### config.mk
export PLATFORM = sky130hd
export DESIGN_NAME = mmss_countdown_timer
export DESIGN_NICKNAME = d
export VERILOG_FILES = /design/src/rtl/mmss_countdown_timer_pkg.sv /design/src/rtl/mmss_countdown_timer_bcd_down_digit.sv /design/src/rtl/mmss_countdown_timer.sv
export SDC_FILE = /design/constraint.sdc
export NUM_CORES = 1
export LEC_CHECK = 0
export ABC_AREA = 1
export BUFFER_PORTS_ARGS = -buffer_cell sky130_fd_sc_hd__buf_2
export CORE_MARGIN = 2
export CORE_UTILIZATION = 45
export DETAILED_ROUTE_END_ITERATION = 10
export PLACE_DENSITY = 0.75
export SYNTH_ARGS = -nofsm -noshare
export SYNTH_HDL_FRONTEND = slang
export SYNTH_SLANG_ARGS = --single-unit
### constraint.sdc
create_clock -name i_clk -period 1.6 [get_ports i_clk]
set_input_delay 0.32 -clock i_clk [delete_from_list [all_inputs] [get_ports i_clk]]
set_output_delay 0.32 -clock i_clk [all_outputs]
set_load 0.02 [all_outputs]
### src/rtl/mmss_countdown_timer_pkg.sv
// Shared types and constants for the MM:SS countdown timer.
package mmss_countdown_timer_pkg;

   // Timer control states
   typedef enum logic [1:0] {
      StIdle    = 2'd0,
      StRunning = 2'd1,
      StPaused  = 2'd2,
      StDone    = 2'd3
   } state_e;

   // Largest legal value of a BCD ones digit / seconds-tens digit
   localparam logic [3:0]  DIGIT_MAX_9 = 4'd9;
   localparam logic [3:0]  DIGIT_MAX_5 = 4'd5;

   // 00:00 and 00:01 in packed BCD
   localparam logic [15:0] BCD_ZERO    = 16'h0000;
   localparam logic [15:0] BCD_ONE     = 16'h0001;

   // Saturate one BCD digit at its limit
   function automatic logic [3:0] clamp_digit(input logic [3:0] d, input logic [3:0] lim);
      return (d > lim) ? lim : d;
   endfunction

   // Force an arbitrary 16-bit value into a legal MM:SS BCD value
   function automatic logic [15:0] sanitise_bcd(input logic [15:0] v);
      return {clamp_digit(v[15:12], DIGIT_MAX_9),
              clamp_digit(v[11:8],  DIGIT_MAX_9),
              clamp_digit(v[7:4],   DIGIT_MAX_5),
              clamp_digit(v[3:0],   DIGIT_MAX_9)};
   endfunction

endpackage

### src/rtl/mmss_countdown_timer_bcd_down_digit.sv
// One BCD down-counting digit that wraps 0 -> MAX and signals a borrow to the next digit.
module bcd_down_digit
   import mmss_countdown_timer_pkg::*;
#(
   parameter logic [3:0] MAX       = DIGIT_MAX_9,
   parameter logic [3:0] RESET_VAL = 4'd0
) (
   input  logic       i_clk,
   input  logic       i_clear,
   input  logic       i_en,
   input  logic       i_load,
   input  logic [3:0] i_load_val,
   output logic [3:0] o_q,
   output logic       o_borrow_out
);

   logic [3:0] r_q;

   // Load has priority over decrement; decrement wraps at zero
   always_ff @(posedge i_clk or posedge i_clear) begin
      if (i_clear) begin
         r_q <= RESET_VAL;
      end else if (i_load) begin
         r_q <= i_load_val;
      end else if (i_en) begin
         r_q <= (r_q == 4'd0) ? MAX : (r_q - 4'd1);
      end
   end

   // Borrow ripples combinationally so the whole count updates on one edge
   assign o_borrow_out = i_en && (r_q == 4'd0);
   assign o_q          = r_q;

endmodule

### src/rtl/mmss_countdown_timer.sv
// Four-digit BCD MM:SS countdown timer with start/pause/load control.
// Optional feature: define MMSS_TIMER_AUTO_RELOAD_EN to reload the count at expiry
// instead of stopping in DONE (unless the reload value is 00:00).
module mmss_countdown_timer
   import mmss_countdown_timer_pkg::*;
#(
   parameter logic [15:0] DEFAULT_LOAD = 16'h0100
) (
   input  logic        i_clk,
   input  logic        i_clear,
   input  logic        i_tick,
   input  logic        i_load,
   input  logic [15:0] i_load_value,
   input  logic        i_start,
   input  logic        i_pause,
   output logic [15:0] o_digits,
   output logic        o_running,
   output logic        o_done,
   output logic        o_done_pulse
);

   state_e      r_state;
   logic [15:0] r_reload;
   logic        r_running;
   logic        r_done;
   logic        r_done_pulse;

   logic [15:0] w_count;
   logic [15:0] w_sanitised;
   logic [15:0] w_digit_load_val;
   logic        w_dec;
   logic        w_expire;
   logic        w_reload_now;
   logic        w_digit_load;
   logic [2:0]  w_borrow;
   logic        w_unused_borrow;

   assign w_sanitised = sanitise_bcd(i_load_value);

   // A load in the same cycle suppresses the tick
   assign w_dec    = (r_state == StRunning) && i_tick && !i_load;
   assign w_expire = w_dec && (w_count == BCD_ONE);

`ifdef MMSS_TIMER_AUTO_RELOAD_EN
   assign w_reload_now = w_expire && (r_reload != BCD_ZERO);
`else
   assign w_reload_now = 1'b0;
`endif

   assign w_digit_load     = i_load || w_reload_now;
   assign w_digit_load_val = i_load ? w_sanitised : r_reload;

   bcd_down_digit #(
      .MAX       (DIGIT_MAX_9),
      .RESET_VAL (DEFAULT_LOAD[3:0])
   ) u_sec_ones (
      .i_clk        (i_clk),
      .i_clear      (i_clear),
      .i_en         (w_dec),
      .i_load       (w_digit_load),
      .i_load_val   (w_digit_load_val[3:0]),
      .o_q          (w_count[3:0]),
      .o_borrow_out (w_borrow[0])
   );

   bcd_down_digit #(
      .MAX       (DIGIT_MAX_5),
      .RESET_VAL (DEFAULT_LOAD[7:4])
   ) u_sec_tens (
      .i_clk        (i_clk),
      .i_clear      (i_clear),
      .i_en         (w_borrow[0]),
      .i_load       (w_digit_load),
      .i_load_val   (w_digit_load_val[7:4]),
      .o_q          (w_count[7:4]),
      .o_borrow_out (w_borrow[1])
   );

   bcd_down_digit #(
      .MAX       (DIGIT_MAX_9),
      .RESET_VAL (DEFAULT_LOAD[11:8])
   ) u_min_ones (
      .i_clk        (i_clk),
      .i_clear      (i_clear),
      .i_en         (w_borrow[1]),
      .i_load       (w_digit_load),
      .i_load_val   (w_digit_load_val[11:8]),
      .o_q          (w_count[11:8]),
      .o_borrow_out (w_borrow[2])
   );

   // Borrow out of the top digit cannot occur: RUNNING never holds 00:00
   bcd_down_digit #(
      .MAX       (DIGIT_MAX_9),
      .RESET_VAL (DEFAULT_LOAD[15:12])
   ) u_min_tens (
      .i_clk        (i_clk),
      .i_clear      (i_clear),
      .i_en         (w_borrow[2]),
      .i_load       (w_digit_load),
      .i_load_val   (w_digit_load_val[15:12]),
      .o_q          (w_count[15:12]),
      .o_borrow_out (w_unused_borrow)
   );

   // Reload register captures every sanitised load
   always_ff @(posedge i_clk or posedge i_clear) begin
      if (i_clear) begin
         r_reload <= DEFAULT_LOAD;
      end else if (i_load) begin
         r_reload <= w_sanitised;
      end
   end

   // Control FSM with registered status outputs
   always_ff @(posedge i_clk or posedge i_clear) begin
      if (i_clear) begin
         r_state      <= StIdle;
         r_running    <= 1'b0;
         r_done       <= 1'b0;
         r_done_pulse <= 1'b0;
      end else begin
         r_done_pulse <= 1'b0;
         if (i_load) begin
            r_state   <= StIdle;
            r_running <= 1'b0;
            r_done    <= 1'b0;
         end else begin
            unique case (r_state)
               StIdle, StPaused: begin
                  if (i_start) begin
                     if (w_count == BCD_ZERO) begin
                        r_state      <= StDone;
                        r_done       <= 1'b1;
                        r_done_pulse <= 1'b1;
                     end else begin
                        r_state   <= StRunning;
                        r_running <= 1'b1;
                     end
                  end
               end
               StRunning: begin
                  if (w_expire) begin
                     // Expiry outranks a simultaneous pause
                     r_done_pulse <= 1'b1;
                     if (!w_reload_now) begin
                        r_state   <= StDone;
                        r_running <= 1'b0;
                        r_done    <= 1'b1;
                     end
                  end else if (i_pause && !i_start) begin
                     r_state   <= StPaused;
                     r_running <= 1'b0;
                  end
               end
               StDone: begin
                  r_state <= StDone;
               end
               default: begin
                  r_state   <= StIdle;
                  r_running <= 1'b0;
                  r_done    <= 1'b0;
               end
            endcase
         end
      end
   end

   assign o_digits     = w_count;
   assign o_running    = r_running;
   assign o_done       = r_done;
   assign o_done_pulse = r_done_pulse;

endmodule

=== Yosys cells after proc, flatten, opt, wreduce, memory -nomap -nowiden ===
Index checks and enable logic that the tools add are counted.

* Logic and storage cells: 87
* Flip-flop bits (word level): 21
* Bits of input ports: 22

* Add/sub/neg operators: 4
* Multiplexer cells: 38
* $lt $le $gt $ge: 4
* Reduce and logical (&&, ||, !) cells: 24
* Equal/unequal tests: 9

{| class="wikitable"
|+ Operators by type and width
! cell !! number
|-
| 4-bit 2-to-1 mux || 16
|-
| 16-bit by 1-bit equality test with 1-bit output, second input constant || 1
|-
| 16-bit zero test || 1
|-
| 4-bit zero test || 4
|-
| 4-bit by 1-bit subtractor with 4-bit output, second input constant || 4
|-
| 1-bit 2-to-1 mux || 13
|-
| 4-bit > comparator, second input constant || 3
|-
| 3-bit inequality test, second input constant || 4
|-
| 2-bit 2-to-1 mux || 5
|-
| 4-bit AND reduction || 2
|-
| 2-bit nonzero test || 4
|-
| 1-bit logical AND || 7
|-
| 1-bit one-hot mux with 2 select lines || 3
|-
| 2-bit one-hot mux with 3 select lines || 1
|-
| 2-bit equality test, second input constant || 2
|-
| 4-bit by 3-bit > comparator with 1-bit output, second input constant || 1
|-
| 4-bit by 3-bit inequality test with 1-bit output, second input constant || 1
|-
| 3-bit nonzero test || 1
|-
| 2-bit by 1-bit equality test with 1-bit output, second input constant || 1
|-
| 1-bit zero test || 2
|-
| 2-bit zero test || 1
|-
| 2-bit AND reduction || 1
|-
| 2-bit OR reduction || 1
|}

=== Logic depth before layout (Yosys ltp) ===
Gate-level depths: netlist of run 1.

* Word-level depth: 8
* Mapped depth: 10
* Depth with buffers taken out: 10

=== Cells and area by module ===
From an unflattened synthesis of run 1, not the netlist that was laid out.

* Cell total of the unflattened synthesis: 256
* Area, all modules: 1965.6 um^2

{| class="wikitable"
|+ Modules (own cells, without submodules)
! module !! area each (um^2) !! sequential area each (um^2) !! cells an instance !! times used
|-
| mmss_countdown_timer || 1009.7 || 526.8 || 113 || 1
|-
| bcd_down_digit (u_min_tens ...) || 237.7 || 100.1 || 36 || 2
|-
| bcd_down_digit (u_sec_tens) || 241.5 || 100.1 || 35 || 1
|-
| bcd_down_digit (u_min_ones) || 239.0 || 101.3 || 36 || 1
|}

=== Worst setup path before layout of run 1 ===
No wires, ideal clock.

* Path type: register to register
* From: register u_sec_ones.r_q[2], in the netlist u_sec_ones.o_q[2]
* To: register u_min_ones.r_q[1], in the netlist u_min_ones.o_q[1]
* Arrival time: 1.239 ns
* Path buffers: 0
* Library setup time: 0.117 ns
* Slack: 0.245 ns
* Stages on the path, launching flop included: 9
* Path through: dfrtp_1 -> nor2_2 -> nand2_2 -> nor2_4 -> nand2_2 -> nand2_1 -> o21ai_1 -> nand2_1 -> nand2_1

* Word-level cells in the longest chain between the ends: 4

{| class="wikitable"
|+ Ends and longest elaborated chain
! item !! RTL line !! source
|-
| start, declared || mmss_countdown_timer_bcd_down_digit.sv:17 || <nowiki>logic [3:0] r_q;</nowiki>
|-
| start signal, assigned || mmss_countdown_timer_bcd_down_digit.sv:24 || <nowiki>r_q <= i_load_val;</nowiki>
|-
| start signal, assigned || mmss_countdown_timer_bcd_down_digit.sv:26 || <nowiki>r_q <= (r_q == 4'd0) ? MAX : (r_q - 4'd1);</nowiki>
|-
| 4-bit zero test || mmss_countdown_timer_bcd_down_digit.sv:31 || <nowiki>assign o_borrow_out = i_en && (r_q == 4'd0);</nowiki>
|-
| 1-bit logical AND (2 in series) || mmss_countdown_timer_bcd_down_digit.sv:31 ||
|-
| 2-bit nonzero test (no source line) || - ||
|-
| end signal, assigned || mmss_countdown_timer_bcd_down_digit.sv:24 ||
|-
| end signal, assigned || mmss_countdown_timer_bcd_down_digit.sv:26 ||
|-
| end, declared || mmss_countdown_timer_bcd_down_digit.sv:17 ||
|}

Every way passes these cells.
A chain may end at the register's enable or synchronous reset.

=== Worst setup path after layout of run 1 ===
* From: register u_sec_ones.r_q[2], in the netlist u_sec_ones.o_q[2]
* To: register u_min_tens.r_q[1], in the netlist u_min_tens.o_q[1]

* Word-level cells in the longest chain between the ends: 5

{| class="wikitable"
|+ Ends and longest elaborated chain
! item !! RTL line
|-
| 4-bit zero test || mmss_countdown_timer_bcd_down_digit.sv:31
|-
| 1-bit logical AND (3 in series) || mmss_countdown_timer_bcd_down_digit.sv:31
|-
| 2-bit nonzero test (no source line) || -
|-
| end signal, assigned || mmss_countdown_timer_bcd_down_digit.sv:24
|-
| end signal, assigned || mmss_countdown_timer_bcd_down_digit.sv:26
|-
| end, declared || mmss_countdown_timer_bcd_down_digit.sv:17
|}

Every way passes these cells.

==> results of run 1 <==
-- where the power goes --
group          switching, mW  internal (mW)  total, mW  leakage, nW
Combinational          0.343          0.199      0.541        0.578
Sequential            0.0853          0.609      0.694        0.260
Clock                  0.176         0.0955      0.272       0.0139
-- cell families (layout without fill, tap and decap cells) --
family | Yosys count | count (layout)
xor gates and xnor gates | 1 | 1
DFF | 21 | 21
AOI/OAI and AO/OA | 37 | 37
buffers and inverters | 29 | 72
and+or+nand+nor | 89 | 89
-- worst max-delay path, delay by kind of cell, from the launching register on --
family,cells,cell delay (ns)
simple gates,5,0.56
flops,1,0.45
compound gates,2,0.34
-- synthesized netlist by cell type --
| library cell | n |
|---|---|
| o21a_1 | 1 |
| o311ai_0 | 1 |
| inv_1 | 25 |
| nand2_2 | 3 |
| nor2_2 | 5 |
| dfrtp_1 | 20 |
| or2_1 | 1 |
| a21oi_1 | 5 |
| o21ai_0 | 11 |
| o22ai_1 | 2 |
| nand4_1 | 2 |
| a22oi_1 | 1 |
| clkbuf_1 | 1 |
| nand3b_1 | 1 |
| a32o_1 | 1 |
| or2_2 | 1 |
| buf_4 | 3 |
| a21oi_2 | 1 |
| nand3_1 | 6 |
| a21o_1 | 1 |
| nand2_4 | 1 |
| nor3_1 | 2 |
| nand3_2 | 3 |
| nor2_1 | 22 |
| nand2_1 | 39 |
| nor2_4 | 3 |
| a211oi_1 | 2 |
| o211ai_1 | 3 |
| xor2_1 | 1 |
| a31oi_1 | 4 |
| o21ai_1 | 2 |
| o21ai_4 | 1 |
| a31o_2 | 1 |
| dfstp_2 | 1 |
-- final timing paths --
kind / to / slack [ns]
max reg2reg: u_min_tens.o_q[1] / 0.20
min in group i_clk: u_min_ones.o_q[0] / 0.28
min reg2reg: o_done / 0.52
max: u_min_tens.o_q[1] / 0.20
min: u_min_tens.o_q[3] / 0.006
max in group asynchronous: u_min_ones.o_q[0] / 1.32
-- through the flow --
stage,area (sq um),cells
6_report,1590,251
3_3_place_gp,1560,247
3_5_place_dp,1560,247
2_1_floorplan,1320,177
4_1_cts,1590,251
5_1_grt,1590,251
-- area by class of cell --
cell class	count	area, sq um
clock buffers	3	22.5
clock inverters	1	7.51
fillers	276	1190
inverters	25	93.8
multi-input cells	127	676
flip-flops and latches	21	527
well taps	31	38.8
repair buffers	43	223
-- layer usage --
layer	part of all wire [%]	track usage, %	up-vias
met2	47	31.3	41
met1	46	24.0	575
met3	6.2	5.13	2
met4	0.72	4.98	0
li1	-	-	660
met5	0	0	-
-- sequential cells by signal (all words and copies together), names as in the netlist --
| register | flops |
|---|---|
| o_running | 1 |
| o_done | 1 |
| u_min_ones.o_q | 4 |
| r_state | 2 |
| u_sec_tens.o_q | 4 |
| u_min_tens.o_q | 4 |
| o_done_pulse | 1 |
| u_sec_ones.o_q | 4 |
==> reports/metrics.yaml, run 1 <==
cts_tree: "built"
cts_resized: 0
worst_pin_slew_ns: 0.279
htree_levels: 1
synth_nets: 199
cts_setup_buffers: 0
layout_common_cells: "buf_2 (40), nand2_1 (39), inv_1 (25), nor2_1 (22), dfrtp_1 (20)"
grt_pass1_vias: 1167
drv_slew: 0
required_ns: 1.85
synth-compound-area-share_pct: 18.2
power.total_mw: 1.51
cp_data_arrival_time_ns: 1.65
rsz0062_at_grt: "false"
drt-total-wl_mm: 2.92
first_pass_iters: 4
ys_ff_latch: 21
io_pins: 41
final_util_pct: 57.1
status: "completed"
endpoint_kind: "flip-flop"
layout_setup_ws_ns: 0.198
synthAdderAreaFrac_pct: 0
dieHeight_um: 58.2
vias: 1278
maxCapViolCount: 0
layout.nets: 243
syn_area_sq_mm: 0.00132
clk_pin_slew_ns: 0.13
clockRootBuffer: "clkbuf_4"
min_path_type: "in2async"
mostFrequentLayoutCell: "buf_2"
slew-limit-headroom_pct: 81.2
hpwl_mm: 2.26
crit_path_top_delay_cell: "dfrtp_1"
ir_worst_vdd_v: 0.000742
synth_area_leaders: "dfrtp_1 (38%), nand2_1 (11%), inv_1 (7.1%), nor2_1 (6.2%), o21ai_0 (4.2%)"
gp_congestion: 0.800
cp-start-kind: "flip-flop"
synth.avg_cell_area_sq_um: 7.47
synth_top_area_share_pct: 37.8
fin_crit_ns: 1.40
cp_slowest_stage_delay_ns: 0.45
cp_max_fo: 9
portBuffers: 40
timing.fmax_mhz: 713
clk-insertion-delay-late_ns: 0.32
leakage_nw: 0.852
crit_type: "reg2reg"
place_ws_ns: 0.198
synth_warnings: 0
core_area_sq_mm: 0.00278
numCtsBuffers: 3
finalHoldViolations: 0
syn_inst: 177
antenna_found_initial: 0
setup_tns_ns: 0
reg2reg_from: "u_sec_ones.o_q[2]"
synth_top_family_by_area: "simple AND/OR/NAND/NOR gates"
cp_common_cell: "nand2_2"
ys_seq_area_share_pct: 39.8
worstPathCellList: "nor2_2 > nand2_2 > nor2_4 > nand2_2 > o21ai_4 > nor2_1 > a21oi_2"
area_delta_synth_final_pct: 20.1
power_density_mw_per_mm2: 949
whs_ns: 0.00574
crit_start: "u_sec_ones.o_q[2]"
n_antenna_cell: 0
std_cell_rows: 19
r2r_cells: 7
vias_per_cell: 5.09
synth_top_cell_by_area: "dfrtp_1"
finClkSkew_ns: 0.0107
dieArea_sq_mm: 0.00339
synthMuxAreaShare_pct: 0
ant_nets: 0
synthSimpleGateAreaFrac_pct: 32.3
drt-initial-drc-count: 72
finalSetupViolCount: 0
grt-ovfl-total: 0
hold_buffers: 0
grt_start_max_net_pins: 22
cts_sinks: 21
die_w_um: 58.2
gr-usage-all-layers_pct: 18.8
drc_errors: 0
grt_pass1_wl_mm: 4.91
drive_gt1_share_pct: 30.5
period_share_pct: 87.6
start_util_pct: 47.5
yosysUniqueCellTypes: 34
synth_xor_xnor_area_share_pct: 0.662
wire_per_inst_um: 11.6
clk_path_buf_depth: 2
Power figures use the tool's default switching activity.
==> run 2, diff against run 1 <==
PLACE_DENSITY = 0.77   (was 0.75)
SLEW_MARGIN = 40   (was unset)
clock period = 1.2 ns   (was 1.6 ns; I/O delays follow)
==> run 2 against run 1 <==
Against the previous run:
- non-clock buffer count up 56
- hold slack better by 0.20 ns
- sequential power grew 40%
- fmax shrank 8.5%
- combinational power grew to 2.8 times the previous value
- register-to-register slack got worse by 0.53 ns
- clock power is 32% higher
- setup slack got worse by 0.53 ns
- final cell count rose by 23%
- via count is 34% higher
- the run now ends with setup timing left
- critical path depth unchanged
- die area unchanged
- largest cell class unchanged
==> reports/metrics.yaml, run 2 (synthesis gave the netlist of run 1 again) <==
status: "finished with violations"  # was completed
violations: "setup timing"
p_sw_mw: 1.13  # was 604 uW
timing.fmax_mhz: 653  # was 713 MHz
hold_start: "i_load_value[4]"
clk-insertion-delay-late_ns: 0.32  # about the same
first_pass_iters: 4  # unchanged
crit_start: "u_sec_ones.o_q[1]"  # was u_sec_ones.o_q[2]
io_pins: 41  # unchanged
switching_share_pct: 39.6  # was 40.1%
r2r_cells: 7  # unchanged
cts_sinks: 21  # unchanged
rsz0062_at_grt: "true"  # was false
power_density_mw_per_mm2: 1180  # was 949 mW/mm^2
drive_gt1_share_pct: 59.6  # was 30.5%
core_area_sq_mm: 0.00278  # unchanged
n_antenna_cell: 0  # unchanged
gr-usage-all-layers_pct: 29.3  # was 18.8%
hold_depth: 3
clk_path_buf_depth: 2  # unchanged
ir_worst_vdd_v: 0.00114  # was 0.000742 V
use_met2_pct: 50.8  # was 31.3%
area_delta_synth_final_pct: 83.3  # was 20.1%
multi_input_area_sq_um: 888  # was 676 sq um
p_comb_share_pct: 53.4  # was 35.9%
drt-initial-drc-count: 87  # was 72
regArea_sq_um: 544  # was 527 sq um
place_inst: 277  # was 247
fin_crit_ns: 1.53  # was 1.40 ns
maxCapViolCount: 0  # unchanged
seqPwrFrac_pct: 34.0  # was 46.1%
period_share_pct: 128  # was 87.6%
clock_power_share_pct: 12.6  # was 18.0%
grt_pass1_vias: 1631  # was 1167
finalHoldViolations: 0  # unchanged
finalSetupViolCount: 35  # was 0
layout_common_cells: "buf_6 (37), buf_4 (37), nand2_1 (30), buf_2 (24), inv_1 (19)"  # was buf_2 (40), nand2_1 (39), inv_1 (25), nor2_1 (22), dfrtp_1 (20)
layout_setup_ws_ns: -0.331  # was 0.198 ns
finClkSkew_ns: 0.00958  # was 0.0107 ns
vias_per_cell: 5.54  # was 5.09
std_cell_rows: 19  # unchanged
grt_start_max_net_pins: 22  # unchanged
grt-ovfl-total: 0  # unchanged
start_util_pct: 47.5  # unchanged
grt_pass1_wl_mm: 7.52  # was 4.91 mm
htree_levels: 1  # unchanged
drv_slew: 0  # unchanged
required_ns: 1.42  # was 1.85 ns
internal_power_mw: 1.72  # was 903 uW
clockRootBuffer: "clkbuf_4"  # unchanged
dieArea_sq_mm: 0.00339  # unchanged
drc_errors: 0  # unchanged
final_util_pct: 87.1  # was 57.1%
drt-total-wl_mm: 5.31  # was 2.92 mm
fin_cells: 308  # was 251
cp_data_arrival_time_ns: 1.75  # was 1.65 ns
grt_util_met3_pct: 5.58  # was 5.13%
ant_nets: 0  # unchanged
reg2reg_from: "u_sec_ones.o_q[1]"  # was u_sec_ones.o_q[2]
leakage_nw: 1.22  # was 0.852 nW
min_path_type: "in2reg"  # was in2async
dieHeight_um: 58.2  # unchanged
fillers: 139  # was 276
grt.met1_usage_pct: 34.6  # was 24.0%
hpwl_mm: 2.48  # was 2.26 mm
power.total_mw: 2.86  # was 1.51 mW
portBuffers: 40  # unchanged
slew-limit-headroom_pct: 74.2  # was 81.2%
cp-start-kind: "flip-flop"  # unchanged
worst_pin_slew_ns: 0.384  # was 0.279 ns
wire_per_inst_um: 17.2  # was 11.6 um
clk_pin_slew_ns: 0.12  # was 0.13 ns
die_w_um: 58.2  # unchanged
layout.nets: 300  # was 243
busiest_layer: "met2"  # unchanged
antenna_found_initial: 0  # unchanged
endpoint_kind: "flip-flop"  # unchanged
vias: 1707  # was 1278
gp_congestion: 0.873  # was 0.800
cts_tree: "built"  # unchanged
crit_type: "reg2reg"  # unchanged
cp_max_fo: 5  # was 9
numCtsBuffers: 3  # unchanged
-- run 2: metrics by stage --
step / instance area [sq um] / worst slack [ns] / hold slack [ns] / TNS [ns]
final: 2420 / -0.331 / 0.206 / -4.65
after global routing: 2420 / -0.363 / 0.197 / -6.20
after CTS: 2260 / -0.154 / 0.200 / -2.15
after detailed placement: 1830 / -0.175 / 0.286 / -1.76
after global placement: 1830 / -0.119 / 0.283 / -1.26
after floorplan: 1370 / -0.118 / 0.215 / -0.948
-- run 2: cell type report --
class,instances,share of cell area (%)
clock buffers,4,1.08
well taps,31,1.60
repair buffers,99,34.0
flip-flops and latches,21,22.5
inverters,25,4.18
multi-input cells,128,36.7
-- run 2: worst paths after layout --
| kind | to | slack [ns] |
|---|---|---|
| worst max register to register | u_min_ones.o_q[3] | -0.33 |
| worst min register to register | o_done | 0.50 |
| worst min-delay path | u_sec_tens.o_q[0] | 0.21 |
| worst max-delay path | u_min_ones.o_q[3] | -0.33 |
| min in group asynchronous | o_done_pulse | 0.51 |
| max in group asynchronous | u_min_ones.o_q[0] | 0.41 |
-- run 2: what timing repair did --
action,4_1_cts,5_1_grt
gates cloned,1,0
endpoints found under the setup margin,33,37
buffers inserted,16,13
hold buffers,1,0
gates resized for setup,76,27
pin swaps,18,15
endpoints found under the hold margin,20,0
-- run 2: power by group through the flow --
stage	registers [mW]	clock network [mW]	logic, mW
after global routing	0.982	0.401	1.62
final	0.972	0.359	1.53
after global placement	0.928	0	0.954
after floorplan	1.07	0	0.428
after detailed placement	0.935	0	0.966
after CTS	0.955	0.367	1.31
-- run 2: critical path: stages, from the launching register on --
cell and delay, ns:
dfrtp_2 0.47, nor2_4 0.15, nand2_4 0.08, nor2_4 0.15
nand2_4 0.11, o21ai_4 0.21, nor2_1 0.07, nor2_1 0.19
-- run 2: routing by layer --
layer  vias up  part of all wire [%]
li1        782                     -
met1       812                    38
met2        90                    52
met3        23                   6.0
met4         0                   4.7
met5         -                     0
==> run 3, diff against run 2 <==
ABC_AREA = unset   (was 1)
PLACE_DENSITY = 0.78   (was 0.77)
==> run 3 against run 2 <==
Against the previous run:
- the flow still finishes with violations (setup timing)
- via count fell by 1.3%
- final area fell by 2.4%
- total power fell by 26%
- die area fell by 3.9%
- synthesized cell count fell by 21%
- largest cell class is now non-clock buffers
- sequential power fell by 14%
- combinational power fell by 41%
==> reports/metrics.yaml, run 3 <==
regArea_sq_um: 536  # was 544 sq um
yosysUniqueCellTypes: 47  # was 34
dieHeight_um: 57.1  # was 58.2 um
seqPwrFrac_pct: 39.4  # was 34.0%
vias_per_cell: 6.24  # was 5.54
wire_per_inst_um: 21.0  # was 17.2 um
layout_setup_ws_ns: -0.626  # was -0.331 ns
leakage_nw: 1.09  # was 1.22 nW
yosysMostFrequentCell: "dfrtp_1"  # was nand2_1
finClkSkew_ns: 0.0146  # was 0.00958 ns
ys_seq_area_share_pct: 41.6  # was 39.8%
wl_met3_um: 453  # was 316 um
p_sw_uw: 770  # was 1.13 mW
crit_family: "simple AND/OR/NAND/NOR gates"  # unchanged
io_pins: 41  # unchanged
mostFrequentLayoutCell: "buf_6"
cts_tree: "built"  # unchanged
period_share_pct: 152  # was 128%
cp_data_arrival_time_ns: 2.07  # was 1.75 ns
cp_slowest_stage_delay_ns: 0.47  # about the same
fin_crit_ns: 1.83  # was 1.53 ns
vias: 1685  # was 1707
switching_share_pct: 36.2  # was 39.6%
timing.fmax_mhz: 548  # was 653 MHz
grt-ovfl-total: 0  # unchanged
final_util_pct: 87.3  # was 87.1%
multi_input_area_sq_um: 865  # was 888 sq um
synth_area_leaders: "dfrtp_1 (39%), o21ai_0 (4.7%), nor2_1 (4.4%), a31oi_1 (3.0%), nor4_1 (3.0%)"  # was dfrtp_1 (38%), nand2_1 (11%), inv_1 (7.1%), nor2_1 (6.2%), o21ai_0 (4.2%)
async_flop_share_pct: 100  # unchanged
antenna_found_initial: 0  # unchanged
drc_errors: 0  # unchanged
maxCapViolCount: 0  # unchanged
synth_top_cell_by_area: "dfrtp_1"  # unchanged
finalHoldViolations: 0  # unchanged
cts_sinks: 21  # unchanged
rsz0062_at_grt: "true"  # unchanged
grt_pass1_vias: 1621  # was 1631
layout_common_cells: "buf_6 (44), buf_4 (33), buf_2 (24), nor2_1 (14), dfrtp_1 (13)"  # was buf_6 (37), buf_4 (37), nand2_1 (30), buf_2 (24), inv_1 (19)
clockRootBuffer: "clkbuf_4"  # unchanged
dieArea_sq_mm: 0.00326  # was 0.00339 sq mm
endpoint_kind: "flip-flop"  # unchanged
grt_start_max_net_pins: 13  # was 22
first_pass_iters: 4  # unchanged
route.met2.wl_mm: 2.93  # was 2.73 mm
synthFlopType: "dfrtp_1"  # unchanged
status: "finished with violations"  # unchanged
die_w_um: 57.1  # was 58.2 um
min_path_type: "in2reg"  # unchanged
gp_congestion: 0.786  # was 0.873
syn_inst: 139  # was 177
cp_max_fo: 4  # was 5
place_ws_ns: -0.652  # was -0.175 ns
synth_warnings: 0  # unchanged
routed.top_layer: "met4"  # unchanged
clk-insertion-delay-late_ns: 0.33  # was 0.32 ns
syn_area_sq_mm: 0.00127  # was 0.00132 sq mm
ys_top_cells_by_count: "dfrtp_1 (20), nor2_1 (15), o21ai_0 (12)"  # was nand2_1 (39), inv_1 (25), nor2_1 (22)
fillers: 130  # was 139
drv_slew: 0  # unchanged
clock_power_share_pct: 18.1  # was 12.6%
p_comb_share_pct: 42.5  # was 53.4%
whs_ns: 0.120  # was 0.206 ns
worstPathCellList: "nor4_4 > buf_4 > nand4b_1 > or4_1 > a31oi_1"  # was nor2_4 > nand2_4 > nor2_4 > nand2_4 > o21ai_4 > nor2_1 > nor2_1
required_ns: 1.45  # was 1.42 ns
ys_ff_latch: 21  # unchanged
internal_power_mw: 1.36  # was 1.72 mW
crit_type: "reg2reg"  # unchanged
synth_top_area_share_pct: 39.5  # was 37.8%
ant_nets: 0  # unchanged
drt-initial-drc-count: 129  # was 87
crit_buf_inv: 1  # was 0
power_density_mw_per_mm2: 899  # was 1180 mW/mm^2
area_delta_synth_final_pct: 86.7  # was 83.3%
cp-start-kind: "flip-flop"  # unchanged
clk_path_buf_depth: 2  # unchanged
synth_nets: 161  # was 199
ir_worst_vdd_v: 0.000791  # was 0.00114 V
hpwl_mm: 2.96  # was 2.48 mm
synth.avg_cell_area_sq_um: 9.12  # was 7.47 sq um
portBuffers: 40  # unchanged
finalSetupViolCount: 37  # was 35
core_area_sq_mm: 0.00271  # was 0.00278 sq mm
synth_edf_count: 0  # unchanged
n_antenna_cell: 0  # unchanged
violations: "setup timing"  # unchanged
layout.nets: 262  # was 300
worst_pin_slew_ns: 0.466  # was 0.384 ns
grt_pass1_wl_mm: 7.79  # was 7.52 mm
htree_levels: 1  # unchanged
gr-usage-all-layers_pct: 30.9  # was 29.3%
crit_path_top_delay_cell: "dfrtp_2"  # unchanged
start_util_pct: 46.8  # was 47.5%
numCtsBuffers: 3  # unchanged
drive_gt1_share_pct: 59.8  # was 59.6%
clk_pin_slew_ns: 0.15  # was 0.12 ns
drt-total-wl_mm: 5.67  # was 5.31 mm
power.total_mw: 2.13  # was 2.86 mW
slew-limit-headroom_pct: 68.1  # was 74.2%
wl_met1_mm: 2.01  # about the same
std_cell_rows: 19  # unchanged
[run 3: cell types whose count changed after synthesis, moves of 4 or more]
cell	change
nor2_2	-5
or4_1	+4
nor2_1	-7
inv_1	-19
nand3_1	-4
nor4_1	+6
nand2_1	-33
[run 3: what timing repair did]
action                                  CTS  global route
resized for setup                        68            28
endpoints found under the setup margin   37            37
endpoints found under the hold margin    20             0
buffers inserted                         14            17
hold buffers                              1             0
pin swaps                                19            16
[run 3: metrics by stage]
stage	area, sq um	instances	setup TNS [ns]
2_1_floorplan	1330	139	-6.42
3_5_place_dp	1820	245	-8.29
3_3_place_gp	1820	245	-6.89
6_report	2370	270	-10.54
4_1_cts	2190	261	-9.12
5_1_grt	2370	270	-11.74
[run 3: cells by family (layout without fill, tap and decap cells)]
kind of cell,after synthesis,count (layout),synth area share (%)
AND/OR/NAND/NOR,58,58,27.0
AO/OA/AOI/OAI,41,41,21.2
flip-flops,21,21,41.6
buffers and inverters,13,113,5.72
XOR/XNOR,3,3,2.07
multiplexers,3,3,2.37
[run 3: per-layer routing]
metal,vias to the layer above,GRT usage (%)
li1,728,-
met1,789,35.8
met2,132,55.8
met3,36,5.44
met4,0,13.0
met5,-,0
[run 3: path summary, 6_finish.rpt]
kind	startpoint	endpoint	slack, ns	depth (start not counted)
setup reg to reg	u_sec_ones.o_q[0]	u_min_ones.o_q[3]	-0.63	5
hold reg to reg	o_done	o_done	0.52	2
min in group asynchronous	i_clear	o_done_pulse	0.44	4
setup / recovery	u_sec_ones.o_q[0]	u_min_ones.o_q[3]	-0.63	5
max in group asynchronous	i_clear	u_min_ones.o_q[0]	0.50	4
hold / removal	i_load_value[1]	u_sec_ones.o_q[1]	0.12	2
[run 3: layout make-up]
| cell class | instances | area share (%) |
|---|---|---|
| clock buffer | 3 | 0.952 |
| clock inverter | 1 | 0.212 |
| inverter | 7 | 1.11 |
| multi-input combinational | 105 | 36.5 |
| sequential | 21 | 22.6 |
| tap | 31 | 1.64 |
| timing repair buffer | 102 | 36.9 |
[run 3: power groups by stage]
stage / clock, mW / combinational, mW / sequential [mW]
2_1_floorplan: 0 / 0.214 / 0.913
3_3_place_gp: 0 / 0.551 / 0.830
3_5_place_dp: 0 / 0.570 / 0.837
4_1_cts: 0.367 / 0.767 / 0.829
5_1_grt: 0.400 / 0.942 / 0.841
6_report: 0.385 / 0.903 / 0.838
